### src/rtl/instr_seq_ctrl_if.sv
// Fetch and data-memory handshake bundle between the sequencer (master) and the
// instruction/data memories (slave).
interface instr_seq_ctrl_if;
  logic [31:0] instr_i;
  logic        instr_ack_i;
  logic        instr_req_o;
  logic        mem_req_o;
  logic        mem_we_o;
  logic        mem_ack_i;

  modport master (
    input  instr_i, instr_ack_i, mem_ack_i,
    output instr_req_o, mem_req_o, mem_we_o
  );

  modport slave (
    output instr_i, instr_ack_i, mem_ack_i,
    input  instr_req_o, mem_req_o, mem_we_o
  );
endinterface

### src/rtl/instr_seq_ctrl.sv
// Multi-cycle RV32I instruction sequencer: FETCH/DECODE/EXECUTE/MEM/WB with traps.
// Optional retired-instruction counter enabled by defining INSTR_SEQ_INSTRET_EN.
module instr_seq_ctrl #(
  parameter int TIMEOUT_CYCLES    = 16,
  parameter bit RESET_STATE_FETCH = 1'b1
) (
  input  logic                     clk_i,
  input  logic                     rst_i,
  input  logic                     start_i,
  input  logic                     trap_clr_i,
  instr_seq_ctrl_if.master         bus,
  output logic                     R_EN_o,
  output logic                     I_EN_o,
  output logic                     S_EN_o,
  output logic                     SB_EN_o,
  output logic                     U_EN_o,
  output logic                     UJ_EN_o,
  output logic                     rf_we_o,
  output logic                     pc_en_o,
  output logic [2:0]               state_o,
  output logic                     trap_o,
  output logic [1:0]               trap_cause_o,
  output logic [31:0]              instret_o
);

  typedef enum logic [2:0] {
    IDLE    = 3'd0,
    FETCH   = 3'd1,
    DECODE  = 3'd2,
    EXECUTE = 3'd3,
    MEM     = 3'd4,
    WB      = 3'd5,
    TRAP    = 3'd6
  } state_t;

  localparam state_t RST_STATE = RESET_STATE_FETCH ? FETCH : IDLE;
  localparam int     CW        = (TIMEOUT_CYCLES > 2) ? $clog2(TIMEOUT_CYCLES) : 1;

  state_t          state_reg, state_next;
  logic [6:0]      opcode_reg, opcode_next;
  logic [CW-1:0]   cnt_reg, cnt_next;
  logic [1:0]      cause_reg, cause_next;

  logic [5:0]      type_en;
  logic            is_load, is_store, is_branch, legal, timeout_hit, en_active;
  logic            ireq_c, mreq_c, mwe_c, rfwe_c, pcen_c, trap_c;
  logic            instr_unused;

  assign instr_unused = ^bus.instr_i[31:7];

  // Type bits ordered {R, I, S, SB, U, UJ}.
  always_comb begin
    type_en   = 6'b000000;
    is_load   = 1'b0;
    is_store  = 1'b0;
    is_branch = 1'b0;
    case (opcode_reg)
      7'b0110011: type_en = 6'b100000;
      7'b0010011: type_en = 6'b010000;
      7'b0000011: begin type_en = 6'b010000; is_load = 1'b1; end
      7'b1100111: type_en = 6'b010000;
      7'b0100011: begin type_en = 6'b001000; is_store = 1'b1; end
      7'b1100011: begin type_en = 6'b000100; is_branch = 1'b1; end
      7'b0110111: type_en = 6'b000010;
      7'b0010111: type_en = 6'b000010;
      7'b1101111: type_en = 6'b000001;
      default:    type_en = 6'b000000;
    endcase
  end

  assign legal       = |type_en;
  assign timeout_hit = (TIMEOUT_CYCLES != 0) && (cnt_reg == CW'(TIMEOUT_CYCLES - 1));

  always_ff @(posedge clk_i or posedge rst_i) begin
    if (rst_i) begin
      state_reg  <= RST_STATE;
      opcode_reg <= 7'd0;
      cnt_reg    <= '0;
      cause_reg  <= 2'd0;
    end else begin
      state_reg  <= state_next;
      opcode_reg <= opcode_next;
      cnt_reg    <= cnt_next;
      cause_reg  <= cause_next;
    end
  end

  always_comb begin
    state_next  = state_reg;
    opcode_next = opcode_reg;
    cause_next  = cause_reg;
    cnt_next    = '0;
    ireq_c      = 1'b0;
    mreq_c      = 1'b0;
    mwe_c       = 1'b0;
    rfwe_c      = 1'b0;
    pcen_c      = 1'b0;
    trap_c      = 1'b0;
    case (state_reg)
      IDLE: if (start_i) state_next = FETCH;
      FETCH: begin
        ireq_c = 1'b1;
        if (bus.instr_ack_i) begin
          opcode_next = bus.instr_i[6:0];
          state_next  = DECODE;
        end else if (timeout_hit) begin
          state_next = TRAP;
          cause_next = 2'd2;
        end else if (TIMEOUT_CYCLES != 0) begin
          cnt_next = cnt_reg + CW'(1);
        end
      end
      DECODE: begin
        if (legal) begin
          state_next = EXECUTE;
        end else begin
          state_next = TRAP;
          cause_next = 2'd1;
        end
      end
      EXECUTE: begin
        if (is_load || is_store) begin
          state_next = MEM;
        end else if (is_branch) begin
          pcen_c     = 1'b1;
          state_next = FETCH;
        end else begin
          state_next = WB;
        end
      end
      MEM: begin
        mreq_c = 1'b1;
        mwe_c  = is_store;
        if (bus.mem_ack_i) begin
          // A store retires on its ack; a load still needs its write-back cycle.
          pcen_c     = is_store;
          state_next = is_store ? FETCH : WB;
        end else if (timeout_hit) begin
          state_next = TRAP;
          cause_next = 2'd3;
        end else if (TIMEOUT_CYCLES != 0) begin
          cnt_next = cnt_reg + CW'(1);
        end
      end
      WB: begin
        rfwe_c     = 1'b1;
        pcen_c     = 1'b1;
        state_next = FETCH;
      end
      TRAP: begin
        trap_c = 1'b1;
        if (trap_clr_i) begin
          state_next = FETCH;
          cause_next = 2'd0;
        end
      end
      default: state_next = RST_STATE;
    endcase
  end

  assign en_active = (state_reg == DECODE) || (state_reg == EXECUTE) ||
                     (state_reg == MEM)    || (state_reg == WB);

  // Outputs are forced low while reset is held so a request in flight drops at once.
  assign bus.instr_req_o = ireq_c & ~rst_i;
  assign bus.mem_req_o   = mreq_c & ~rst_i;
  assign bus.mem_we_o    = mwe_c  & ~rst_i;
  assign rf_we_o         = rfwe_c & ~rst_i;
  assign pc_en_o         = pcen_c & ~rst_i;
  assign trap_o          = trap_c & ~rst_i;
  assign trap_cause_o    = rst_i ? 2'd0 : cause_reg;
  assign state_o         = rst_i ? 3'd0 : state_reg;
  assign R_EN_o          = en_active & type_en[5] & ~rst_i;
  assign I_EN_o          = en_active & type_en[4] & ~rst_i;
  assign S_EN_o          = en_active & type_en[3] & ~rst_i;
  assign SB_EN_o         = en_active & type_en[2] & ~rst_i;
  assign U_EN_o          = en_active & type_en[1] & ~rst_i;
  assign UJ_EN_o         = en_active & type_en[0] & ~rst_i;

`ifdef INSTR_SEQ_INSTRET_EN
  logic [31:0] instret_reg;

  always_ff @(posedge clk_i or posedge rst_i) begin
    if (rst_i) begin
      instret_reg <= 32'd0;
    end else if (pcen_c) begin
      instret_reg <= instret_reg + 32'd1;
    end
  end

  assign instret_o = instret_reg;
`else
  assign instret_o = 32'd0;
`endif

endmodule
### src/flat_wrapper.sv
// flat-port wrapper written by rule: the top's interface ports become plain ports
module instr_seq_ctrl_flat 
#(
  parameter int TIMEOUT_CYCLES    = 16,
  parameter bit RESET_STATE_FETCH = 1'b1
)
  (clk_i, rst_i, start_i, trap_clr_i, R_EN_o, I_EN_o, S_EN_o, SB_EN_o, U_EN_o, UJ_EN_o, rf_we_o, pc_en_o, state_o, trap_o, trap_cause_o, instret_o, bus_instr_i, bus_instr_ack_i, bus_mem_ack_i, bus_instr_req_o, bus_mem_req_o, bus_mem_we_o);
  instr_seq_ctrl_if bus_i ();
  input  logic clk_i;
  input  logic rst_i;
  input  logic start_i;
  input  logic trap_clr_i;
  output logic R_EN_o;
  output logic I_EN_o;
  output logic S_EN_o;
  output logic SB_EN_o;
  output logic U_EN_o;
  output logic UJ_EN_o;
  output logic rf_we_o;
  output logic pc_en_o;
  output logic [2:0] state_o;
  output logic trap_o;
  output logic [1:0] trap_cause_o;
  output logic [31:0] instret_o;
  input wire logic [$bits(bus_i.instr_i)-1:0] bus_instr_i;
  input wire logic [$bits(bus_i.instr_ack_i)-1:0] bus_instr_ack_i;
  input wire logic [$bits(bus_i.mem_ack_i)-1:0] bus_mem_ack_i;
  output wire logic [$bits(bus_i.instr_req_o)-1:0] bus_instr_req_o;
  output wire logic [$bits(bus_i.mem_req_o)-1:0] bus_mem_req_o;
  output wire logic [$bits(bus_i.mem_we_o)-1:0] bus_mem_we_o;
  assign bus_i.instr_i = bus_instr_i;
  assign bus_i.instr_ack_i = bus_instr_ack_i;
  assign bus_i.mem_ack_i = bus_mem_ack_i;
  assign bus_instr_req_o = bus_i.instr_req_o;
  assign bus_mem_req_o = bus_i.mem_req_o;
  assign bus_mem_we_o = bus_i.mem_we_o;
  instr_seq_ctrl #(.TIMEOUT_CYCLES(TIMEOUT_CYCLES), .RESET_STATE_FETCH(RESET_STATE_FETCH)) u_core (.clk_i(clk_i), .rst_i(rst_i), .start_i(start_i), .trap_clr_i(trap_clr_i), .bus(bus_i), .R_EN_o(R_EN_o), .I_EN_o(I_EN_o), .S_EN_o(S_EN_o), .SB_EN_o(SB_EN_o), .U_EN_o(U_EN_o), .UJ_EN_o(UJ_EN_o), .rf_we_o(rf_we_o), .pc_en_o(pc_en_o), .state_o(state_o), .trap_o(trap_o), .trap_cause_o(trap_cause_o), .instret_o(instret_o));
endmodule
### config.mk
export PLATFORM = sky130hd
export DESIGN_NAME = instr_seq_ctrl_flat
export DESIGN_NICKNAME = d
export VERILOG_FILES = /design/src/rtl/instr_seq_ctrl_if.sv /design/src/rtl/instr_seq_ctrl.sv /design/src/flat_wrapper.sv
export SDC_FILE = /design/constraint.sdc
export NUM_CORES = 1
export LEC_CHECK = 0
export ABC_AREA = 1
export CAP_MARGIN = 20
export CORE_MARGIN = 2
export CORE_UTILIZATION = 37
export CTS_CLUSTER_DIAMETER = 150
export CTS_CLUSTER_SIZE = 30
export DETAILED_ROUTE_END_ITERATION = 8
export GPL_ROUTABILITY_DRIVEN = 1
export PLACE_DENSITY = 0.87
export SLEW_MARGIN = 30
export SYNTH_ARGS = -nofsm -noshare
export SYNTH_HDL_FRONTEND = slang
export SYNTH_SLANG_ARGS = --single-unit
### constraint.sdc
create_clock -name clk_i -period 1.6 [get_ports clk_i]
set_input_delay 0.32 -clock clk_i [delete_from_list [all_inputs] [get_ports clk_i]]
set_output_delay 0.32 -clock clk_i [all_outputs]
set_load 0.01 [all_outputs]
== After elaboration in Yosys (flattened, before gate mapping) ==
Index checks and enable logic that the tools add are counted.

* Register bits: 16
* Output and inout port bits: 49

* Add/subtract/negate cells: 1
* Eq/ne operators: 23
* Mux-type cells: 36
* Bitwise gates (word level): 19
* Reduce and logical (&&, ||, !) cells: 12

{| class="wikitable"
|+ Operators by type and width
! cell !! count
|-
| $pmux 6 s6 || 1
|-
| $mux 3 || 10
|-
| $eq 7x6->1 const B || 3
|-
| $eq 7x7->1 const B || 3
|-
| $and 1x1->1 || 18
|-
| $pmux 3 s6 || 1
|-
| $eq 7x5->1 const B || 2
|-
| $mux 2 || 7
|-
| $mux 4 || 3
|-
| $mux 1 || 11
|-
| $ne 2x2->1 const B || 5
|-
| $eq 3x3->1 const B || 3
|-
| $pmux 2 s4 || 1
|-
| $pmux 4 s2 || 1
|-
| $eq 7x2->1 const B || 1
|-
| $reduce_and 7->1 || 1
|-
| $eq 3x2->1 const B || 2
|-
| $reduce_or 6->1 || 1
|-
| $add 4x1->4 const B || 1
|-
| $eq 4x4->1 const B || 1
|-
| $logic_or 1x1->1 || 4
|-
| $ne 2x1->1 const B || 2
|-
| $reduce_and 2->1 || 2
|-
| $reduce_bool 4->1 || 1
|-
| other kinds (6) || 6
|}

== Depth between registers and ports, before layout ==
Gate-level depths: netlist of run 1.

* Word-level depth: 6
* Mapped depth: 11
* Depth with buffers taken out: 11

== Worst setup path before layout of run 1 ==
OpenSTA, ideal clock, no wires.

* Path type: register to output
* Start point: reg u_core.state_reg[1]
* End point: out R_EN_o
* Data arrival time: 1348 ps
* Slack: -68 ps
* Cell stages (with the launch flop): 6
* Cells stage by stage: dfrtp_1 inv_1 ha_1 nor2_1 nand2_1 nor3b_1

* Word-level cells in the longest chain between the ends: 6
* Elaborated cells on any way between the ends: 9

{| class="wikitable"
|+ Ends and longest elaborated chain
! what !! line !! RTL
|-
| start: declaration || instr_seq_ctrl.sv:39 || <nowiki>state_t state_reg, state_next;</nowiki>
|-
| start signal: assignment || instr_seq_ctrl.sv:81 || <nowiki>state_reg <= state_next;</nowiki>
|-
| $eq 3x2->1 || instr_seq_ctrl.sv:161 || <nowiki>assign en_active = (state_reg == DECODE) || (state_reg == EXECUTE) ||</nowiki>
|-
| $logic_or 1x1->1 (2 in a row) || instr_seq_ctrl.sv:161 ||
|-
| $logic_or 1x1->1 * || instr_seq_ctrl.sv:162 || <nowiki>(state_reg == MEM) || (state_reg == WB);</nowiki>
|-
| $and 1x1->1 * (2 in a row) || instr_seq_ctrl.sv:173 || <nowiki>assign R_EN_o = en_active & type_en[5] & ~rst_i;</nowiki>
|-
| end: declaration || flat_wrapper.sv:13 || <nowiki>output logic R_EN_o;</nowiki>
|}

Every way passes the cells marked *; elsewhere a longest branch is shown, timed or not.

== Final worst setup path of run 1 ==
* Start point: reg u_core.opcode_reg[2]
* End point: out pc_en_o

* Word-level cells in the longest chain between the ends: 6
* Elaborated cells on any way between the ends: 12

{| class="wikitable"
|+ Ends and longest elaborated chain
! what !! line !! RTL
|-
| start: declaration || instr_seq_ctrl.sv:40 || <nowiki>logic [6:0] opcode_reg, opcode_next;</nowiki>
|-
| start signal: assignment || instr_seq_ctrl.sv:82 || <nowiki>opcode_reg <= opcode_next;</nowiki>
|-
| $eq 7x7->1, or another cell as far along || instr_seq_ctrl.sv:57 || <nowiki>case (opcode_reg)</nowiki>
|-
| $mux 1 || instr_seq_ctrl.sv:57 ||
|-
| $mux 1 or $logic_or 1x1->1 (tied branches) || instr_seq_ctrl.sv:124, instr_seq_ctrl.sv:122 ||
|-
| $mux 1 || instr_seq_ctrl.sv:122 || <nowiki>if (is_load || is_store) begin</nowiki>
|-
| $pmux 1 s3 * || instr_seq_ctrl.sv:99 || <nowiki>case (state_reg)</nowiki>
|-
| $and 1x1->1 * || instr_seq_ctrl.sv:169 || <nowiki>assign pc_en_o = pcen_c & ~rst_i;</nowiki>
|-
| end: declaration || flat_wrapper.sv:20 || <nowiki>output logic pc_en_o;</nowiki>
|}

Marked as above.

==> flow_summary.toml, run 1 <==
[sta]
setup_violations = 18
setup_ws_ps = -253.2
rsz0062_at_grt = "yes"
hold_violations = 0
fin_hold_ws_ps = 431.6
clock_skew_ps = 2.516
fin_crit_sh_pct = 115.8
fmax_mhz = 539.6
slew_violations = 0
timing.final.crit_period_ps = 1853

[pwr]
p_leak_nw = 1.167
power_density_nw_per_um2 = 1537
irDropWorstVdd_uv = 993.0
design_power_total_mw = 3.391

[clock_network]
postCtsHoldBufs = 0
cts_buffers = 3
clock-root-buffer = "clkbuf_8"
clkLatencyLatePin_ps = 250
cts_tree = "done"
cts_max_level = 1
ctsLongestPathBuffers = 2
cts_sinks = 16
clkSlewWorstSetupHoldPaths_ps = 70

[cells_and_area]
stdcell_count = 334
final_common_cell = "buf_4"
mostFrequentLayoutCells = "51 x buf_4, 32 x conb_1, 27 x nor2_1"
largest_reg_flops = 7
num_antenna_cells = 0
layout.nets = 327
syn_to_final_growth_pct = 62.34
final_core_util_pct = 61.17
drive_gt1_share_pct = 49.65

[place]
dp_hpwl_mm = 2.518
portBuffers = 29
dp.cells = 314
gp_congestion = 0.8163

[critical_path]
end_kind = "output pin"
reg2reg_setup_slack_ps = -110
critical_path_class = "flip-flop to output pin"
reg2reg_depth = 10
critPathArrivalTime_ps = 1530
required_ps = 1280
cp-start-kind = "flip-flop"
path_max_fanout = 4
timing.rr.start = "u_core.state_reg[1]"
r2r_end = "u_core.cnt_reg[2]"

[route]
vias = 1466
wl_met3_um = 218
drc_errors = 0
drt_iter0_drc = 35
wl_met1_mm = 1.472
wl_met2_mm = 2.035
antenna_left = 0
routedWlPerCell_um = 11.34
viasPerCell = 4.389
first_pass_iters = 4
highest_layer = "met4"
postRouteWirelength_mm = 3.789

[yosys]
synth_xor_area_share_pct = 0.6446
ys_ff_latch = 16
synth.distinct_cells = 30
yosys.area.top_type = "dfrtp_1"
synth_cells = 194
synth_top_family_by_area = "simple AND/OR/NAND/NOR gates"
yosysWarningCount = 0
synth_edf_count = 0
synth-main-ff-cell = "dfrtp_1"
synthMuxAreaShare_pct = 2.762
synthTopCellsByArea = "dfrtp_1 28%, buf_4 18%, nor2_1 11%, nand2_1 8.0%, nand3_1 5.5%"
synth_fa_ha_area_share_pct = 1.842
synth-compound-area-share_pct = 5.064
async_reset_ff_share_pct = 100.0
synth.yosys.seq_area_share_pct = 29.56
syn_avg_cell_area_um2 = 7.004
yosys.area_share.simple_pct = 35.27
syn_area_um2 = 1359
yosys.area.top_type_share_pct = 27.62

[status]
violations = "negative setup slack"
status = "finished with violations"

[grt]
grt_pass1_vias = 1367
grt_max_degree = 17
overflow = 0
grt_usage_pct = 16.95
grt_pass1_wl_mm = 5.609
antenna_found_initial = 0

[floorplan]
start_util_pct = 37.68
row_count = 22
die_h_um = 64.60
io_pins = 87
dieArea_um2 = 4173
die_w_um = 64.60
coreArea_um2 = 3606

[min_path]
hold_class = "primary input to async pin"

[flow_run]
cap_violations = 0
[power by group]
| part | internal [mW] | leakage, nW | switching (mW) |
|---|---|---|---|
| clock | 0.218 | 0.0288 | 0.143 |
| combinational | 1.17 | 0.944 | 1.14 |
| sequential | 0.577 | 0.194 | 0.147 |
[cells in the mapped netlist (2+ instances only)]
cell type and instances:
ha_1 2, nand2_2 5, o21ai_1 3, inv_2 5
nand3_2 2, dfrtp_1 15, inv_1 16, nor2_2 3
a21oi_1 8, nand3_1 15, nor2_1 39, mux2_2 2
nand2_1 29, nor3_1 2, nor2_4 2, buf_4 32
[kinds of logic (layout without fill, tap and decap cells)]
logic type                 Yosys count  in the layout
AOI/OAI and AO/OA                   13             13
xor gates and xnor gates             1              1
adders and majority gates            2              2
buffers and inverters               55            115
DFF                                 16             16
muxes                                3              3
other                                1             32
and+or+nand+nor                    103            104
[per-layer routing]
metal	GRT usage, %	up-vias
li1	-	723
met1	17.48	680
met2	33.33	55
met3	3.993	8
met4	5.319	0
met5	0	-
[per-stage QoR]
step                setup TNS, ps  setup slack, ps  cell area [µm²]
finish                      -2146           -253.2             2206
global route                -3400           -359.3             2206
CTS                         -1337           -230.8             2057
detailed placement          -6458           -439.2             1921
global placement            -6324           -440.0             1921
floorplan                       0            7.171             1480
[how the worst max path moves through the flow]
stage	startpoint	endpoint	slack (ps)
after floorplan	u_core.state_reg[1]	I_EN_o	7
after global placement	rst_i	I_EN_o	-440
after detailed placement	rst_i	I_EN_o	-440
after CTS	u_core.opcode_reg[3]	pc_en_o	-230
after global routing	u_core.opcode_reg[2]	pc_en_o	-360
final	u_core.opcode_reg[2]	pc_en_o	-250
[layout make-up]
type | instances | area, µm²
fillers | 301 | 1400
repair buffers | 90 | 705.7
multi-input cells | 155 | 904.6
clock buffers | 4 | 55.05
flip-flops and latches | 16 | 401.6
inverters | 21 | 78.83
well taps | 48 | 60.06
[critical path, stage by stage, from the launching register on]
cell and delay, ps:
dfrtp_1 390, nor2_2 150, nand2_2 100, or2_4 260
o21ai_2 110, o21ai_1 70, nor2_1 80, buf_2 130
[repair_timing]
item	CTS	global route
resized for setup	76	38
cloned	0	1
endpoints found under the hold margin	0	0
pin swaps	12	13
buffers inserted	11	8
setup endpoints to repair	20	30
(Power assumes the default switching activity.)
==> run 2: changes to the inputs <==
- TNS_END_PERCENT: default -> 5
==> run 2 against run 1 <==
- the run still ends with negative setup slack left
- clock skew barely moved
- highest routed layer unchanged
- routed wire length decreased by 16%
- hold slack got worse by 14 ps
- largest cell class unchanged
- critical path type unchanged
- die area unchanged
==> flow_summary.toml, run 2 (same netlist as run 1, synthesis figures left out) <==
[route]
antenna_left = 0
viasPerCell = 4.316
drc_errors = 0
drt_iter0_drc = 46
first_pass_iters = 4
postRouteWirelength_mm = 3.177
vias = 1394
routedWlPerCell_um = 9.836

[place]
gp_congestion = 0.8163
dp_hpwl_mm = 2.518
portBuffers = 29
placed_cell_area_um2 = 1921
dp.cells = 314

[clock_network]
clkLatencyLatePin_ps = 250
cts_sinks = 16
clock-root-buffer = "clkbuf_8"
cts_tree = "done"
cts_max_level = 1
cts_buffers = 3
clkSlewWorstSetupHoldPaths_ps = 60
ctsLongestPathBuffers = 2

[grt]
grt_pass1_vias = 1307
grtUsageMet2_pct = 29.69
met3_usage_pct = 3.819
grt_max_degree = 17
grt_usage_pct = 15.92
busiest_layer = "met2"
antenna_found_initial = 0
overflow = 0
use_met1_pct = 17.80
grt_pass1_wl_mm = 5.313

[floorplan]
die_h_um = 64.60
io_pins = 87
start_util_pct = 37.68
die_w_um = 64.60
row_count = 22
dieArea_um2 = 4173
coreArea_um2 = 3606

[pwr]
p_leak_nw = 1.099
irDropWorstVdd_uv = 920.9
power_density_nw_per_um2 = 1473

[sta]
timing.final.crit_period_ps = 1828
clock_skew_ps = 2.706
setup_ws_ps = -227.8
fin_crit_sh_pct = 114.2
slew_violations = 0
hold_violations = 0
rsz0062_at_grt = "yes"
fmax_mhz = 547.1
setup_violations = 12

[cells_and_area]
fillerInstances = 338
num_antenna_cells = 0
layout.nets = 316
mostFrequentLayoutCells = "48 x buf_4, 33 x nor2_1, 32 x conb_1"
syn_to_final_growth_pct = 48.80
drive_gt1_share_pct = 40.73
final_common_cell = "buf_4"
stdcell_count = 323
finalInstanceArea_um2 = 2022
largest_reg_flops = 7

[flow_run]
cap_violations = 0

[critical_path]
end_kind = "output pin"
required_ps = 1280
crit_path_start = "u_core.opcode_reg[2]"
timing.rr.start = "u_core.state_reg[0]"
critical_path_class = "flip-flop to output pin"
critPathArrivalTime_ps = 1510
path_max_fanout = 4
cp-start-kind = "flip-flop"

[status]
status = "finished with violations"
violations = "negative setup slack"

[min_path]
hold_class = "primary input to async pin"
==> run 2: area by class of cell <==
| cell class | instances | area [µm²] | area share (%) |
|---|---|---|---|
| clock buffers | 4 | 55.05 | 2.723 |
| well taps | 48 | 60.06 | 2.970 |
| inverters | 21 | 78.83 | 3.899 |
| flip-flops and latches | 16 | 402.9 | 19.93 |
| repair buffers | 80 | 611.8 | 30.26 |
| multi-input cells | 154 | 813.3 | 40.22 |
==> run 2: worst paths after layout <==
kind,cells past startpoint,slack [ps],end
worst max-delay path,7,-230,pc_en_o
worst min-delay path,4,420,u_core.state_reg[2]
worst max register to register,11,-10,u_core.cause_reg[1]
worst min register to register,2,480,u_core.cause_reg[0]
max in group asynchronous,4,940,u_core.state_reg[0]
min in group clk_i,2,480,u_core.cause_reg[0]
==> run 2: stage by stage <==
| stage | util, % | hold slack [ps] | setup TNS [ps] | power [mW] | worst slack, ps |
|---|---|---|---|---|---|
| after floorplan | - | 239.8 | 0 | 1.651 | 7.171 |
| after global placement | 53.26 | 459.8 | -6324 | 2.380 | -440.0 |
| final | 56.07 | 417.4 | -1150 | 2.978 | -227.8 |
| after global routing | 56.07 | 449.8 | -2481 | 3.224 | -355.9 |
| after detailed placement | 53.26 | 462.5 | -6458 | 2.438 | -439.2 |
| after CTS | 55.10 | 426.9 | -1271 | 2.920 | -230.8 |
==> run 2: critical path, stage by stage (launching register included) <==
cell     delay (ps)
dfrtp_1         390
nor2_2          140
nand2_2          90
or2_4           250
o21ai_2         110
o21ai_1          60
nor2_1           80
buf_2           130
==> run 2: where the power goes <==
part / internal [mW] / switching [mW]
Clock: 0.218 / 0.138
Combinational: 0.964 / 0.948
Sequential: 0.580 / 0.131
==> run 2: routing by layer <==
| metal | vias up | wire (µm) | share of wire [%] |
|---|---|---|---|
| li1 | 701 | - | - |
| met1 | 633 | 1261 | 40 |
| met2 | 54 | 1667 | 52 |
| met3 | 6 | 204 | 6.4 |
| met4 | 0 | 44 | 1.4 |
| met5 | - | 0 | 0 |
==> run 2: what timing repair did <==
action,in CTS,in global routing
pin swaps,9,3
hold endpoints to repair,0,0
setup buffers,4,1
gates resized for setup,71,13
hold buffers,0,0
setup endpoints to repair,20,24
==> run 3: changes to the inputs <==
- CORE_ASPECT_RATIO: default -> 0.7
==> run 3 against run 2 <==
- the run still ends with negative setup slack left
- final area is 1.3% lower
- utilization is 0.73 points higher
- die area grew 0.18%
- clock skew is essentially flat
- largest cell class unchanged
- non-clock buffer count shrank 6
- count of clock-buffer cells in the layout unchanged
- maximum frequency down 3.7%
- setup slack worse by 69 ps
- critical endpoint unchanged
- via count is 0.72% higher
- clock power increased by 2%
==> flow_summary.toml, run 3 (same netlist as run 1, synthesis figures left out) <==
[route]
vias = 1404
drc_errors = 0
postRouteWirelength_mm = 3.673
routedWlPerCell_um = 11.51
viasPerCell = 4.401
drt_iter0_drc = 56
first_pass_iters = 4
antenna_left = 0

[grt]
grt_pass1_vias = 1326
overflow = 0
antenna_found_initial = 0
grt_usage_pct = 18.38
grt_max_degree = 17
grt_pass1_wl_mm = 5.851

[cells_and_area]
layout.nets = 310
syn_to_final_growth_pct = 46.87
mostFrequentLayoutCells = "40 x buf_4, 32 x nor2_1, 32 x conb_1"
largest_reg_flops = 7
final_common_cell = "buf_4"
stdcell_count = 319
final_core_util_pct = 56.80
drive_gt1_share_pct = 40.89
num_antenna_cells = 0

[place]
dp.cells = 311
portBuffers = 29
dp_hpwl_mm = 2.733
gp_congestion = 0.9609

[critical_path]
crit_end = "pc_en_o"
reg2reg_depth = 11
critical_path_class = "flip-flop to output pin"
timing.rr.start = "u_core.state_reg[0]"
required_ps = 1280
critPathArrivalTime_ps = 1580
crit_path_start = "u_core.opcode_reg[0]"
end_kind = "output pin"
path_max_fanout = 3
reg2reg_setup_slack_ps = 0
r2r_end = "u_core.cause_reg[1]"
cp-start-kind = "flip-flop"

[floorplan]
die_h_um = 54.70
die_w_um = 76.43
start_util_pct = 38.68
dieArea_um2 = 4181
io_pins = 87
row_count = 18
coreArea_um2 = 3513

[clock_network]
clkLatencyLatePin_ps = 250
ctsLongestPathBuffers = 2
cts_max_level = 1
clkSlewWorstSetupHoldPaths_ps = 60
cts_tree = "done"
cts_buffers = 3
postCtsHoldBufs = 0
clock-root-buffer = "clkbuf_8"
cts_sinks = 16

[pwr]
irDropWorstVdd_uv = 828.2
p_leak_nw = 1.073
power_density_nw_per_um2 = 1474

[sta]
fin_crit_sh_pct = 118.6
rsz0062_at_grt = "yes"
hold_violations = 0
setup_tns_ps = -1965
setup_ws_ps = -297.1
setup_violations = 13
fmax_mhz = 527.1
clock_skew_ps = 2.691
timing.final.crit_period_ps = 1897
slew_violations = 0
fin_hold_ws_ps = 431.5

[status]
violations = "negative setup slack"
status = "finished with violations"

[min_path]
hold_class = "primary input to async pin"

[flow_run]
cap_violations = 0
-- run 3: power by group --
group          internal [mW]  switching (mW)  total, mW
clock                  0.219           0.143      0.362
sequential             0.578           0.128      0.706
combinational          0.892           0.982       1.87
total                   1.69            1.25       2.94
-- run 3: repair_timing --
item | 4_1_cts | 5_1_grt
setup endpoints to repair | 19 | 19
gates resized for setup | 69 | 16
endpoints found under the hold margin | 0 | 0
buffers inserted | 4 | 0
pin swaps | 6 | 7
-- run 3: worst max-delay path: stages (launching register included) --
cell	delay (ps)
dfrtp_1	380
nand2_2	100
inv_2	100
nand2_2	90
or2_4	260
o21ai_2	110
o21ai_1	70
nor2_1	80
buf_2	140
-- run 3: routing by layer --
layer	vias up	global-route usage (%)	part of all wire, %
met1	658	22.26	43
met2	51	32.01	50
met5	-	0	0
met4	0	8.788	1.5
met3	7	4.455	5.3
li1	688	-	-
-- run 3: worst min-delay path by stage --
stage	from	end	slack (ps)
2_1_floorplan	rst_i	u_core.cause_reg[0]	240
3_3_place_gp	u_core.cause_reg[1]	u_core.cause_reg[1]	460
3_5_place_dp	u_core.cause_reg[0]	u_core.cause_reg[0]	460
4_1_cts	rst_i	u_core.cause_reg[0]	420
5_1_grt	rst_i	u_core.cause_reg[0]	470
6_report	rst_i	u_core.opcode_reg[3]	430
-- run 3: final cells by class --
class	instances	area, µm²
well taps	50	62.56
flip-flops and latches	16	401.6
inverters	21	81.33
clock buffers	4	55.05
fillers	307	1518
repair buffers	74	584.3
multi-input cells	154	810.8
-- run 3: metrics by stage --
step	power [mW]	setup WS [ps]	instance area (µm²)
finish	2.941	-297.1	1996
CTS	2.837	-264.1	1959
floorplan	1.651	7.171	1480
detailed placement	2.405	-443.4	1886
global route	3.175	-403.3	1996
global placement	2.333	-435.8	1886
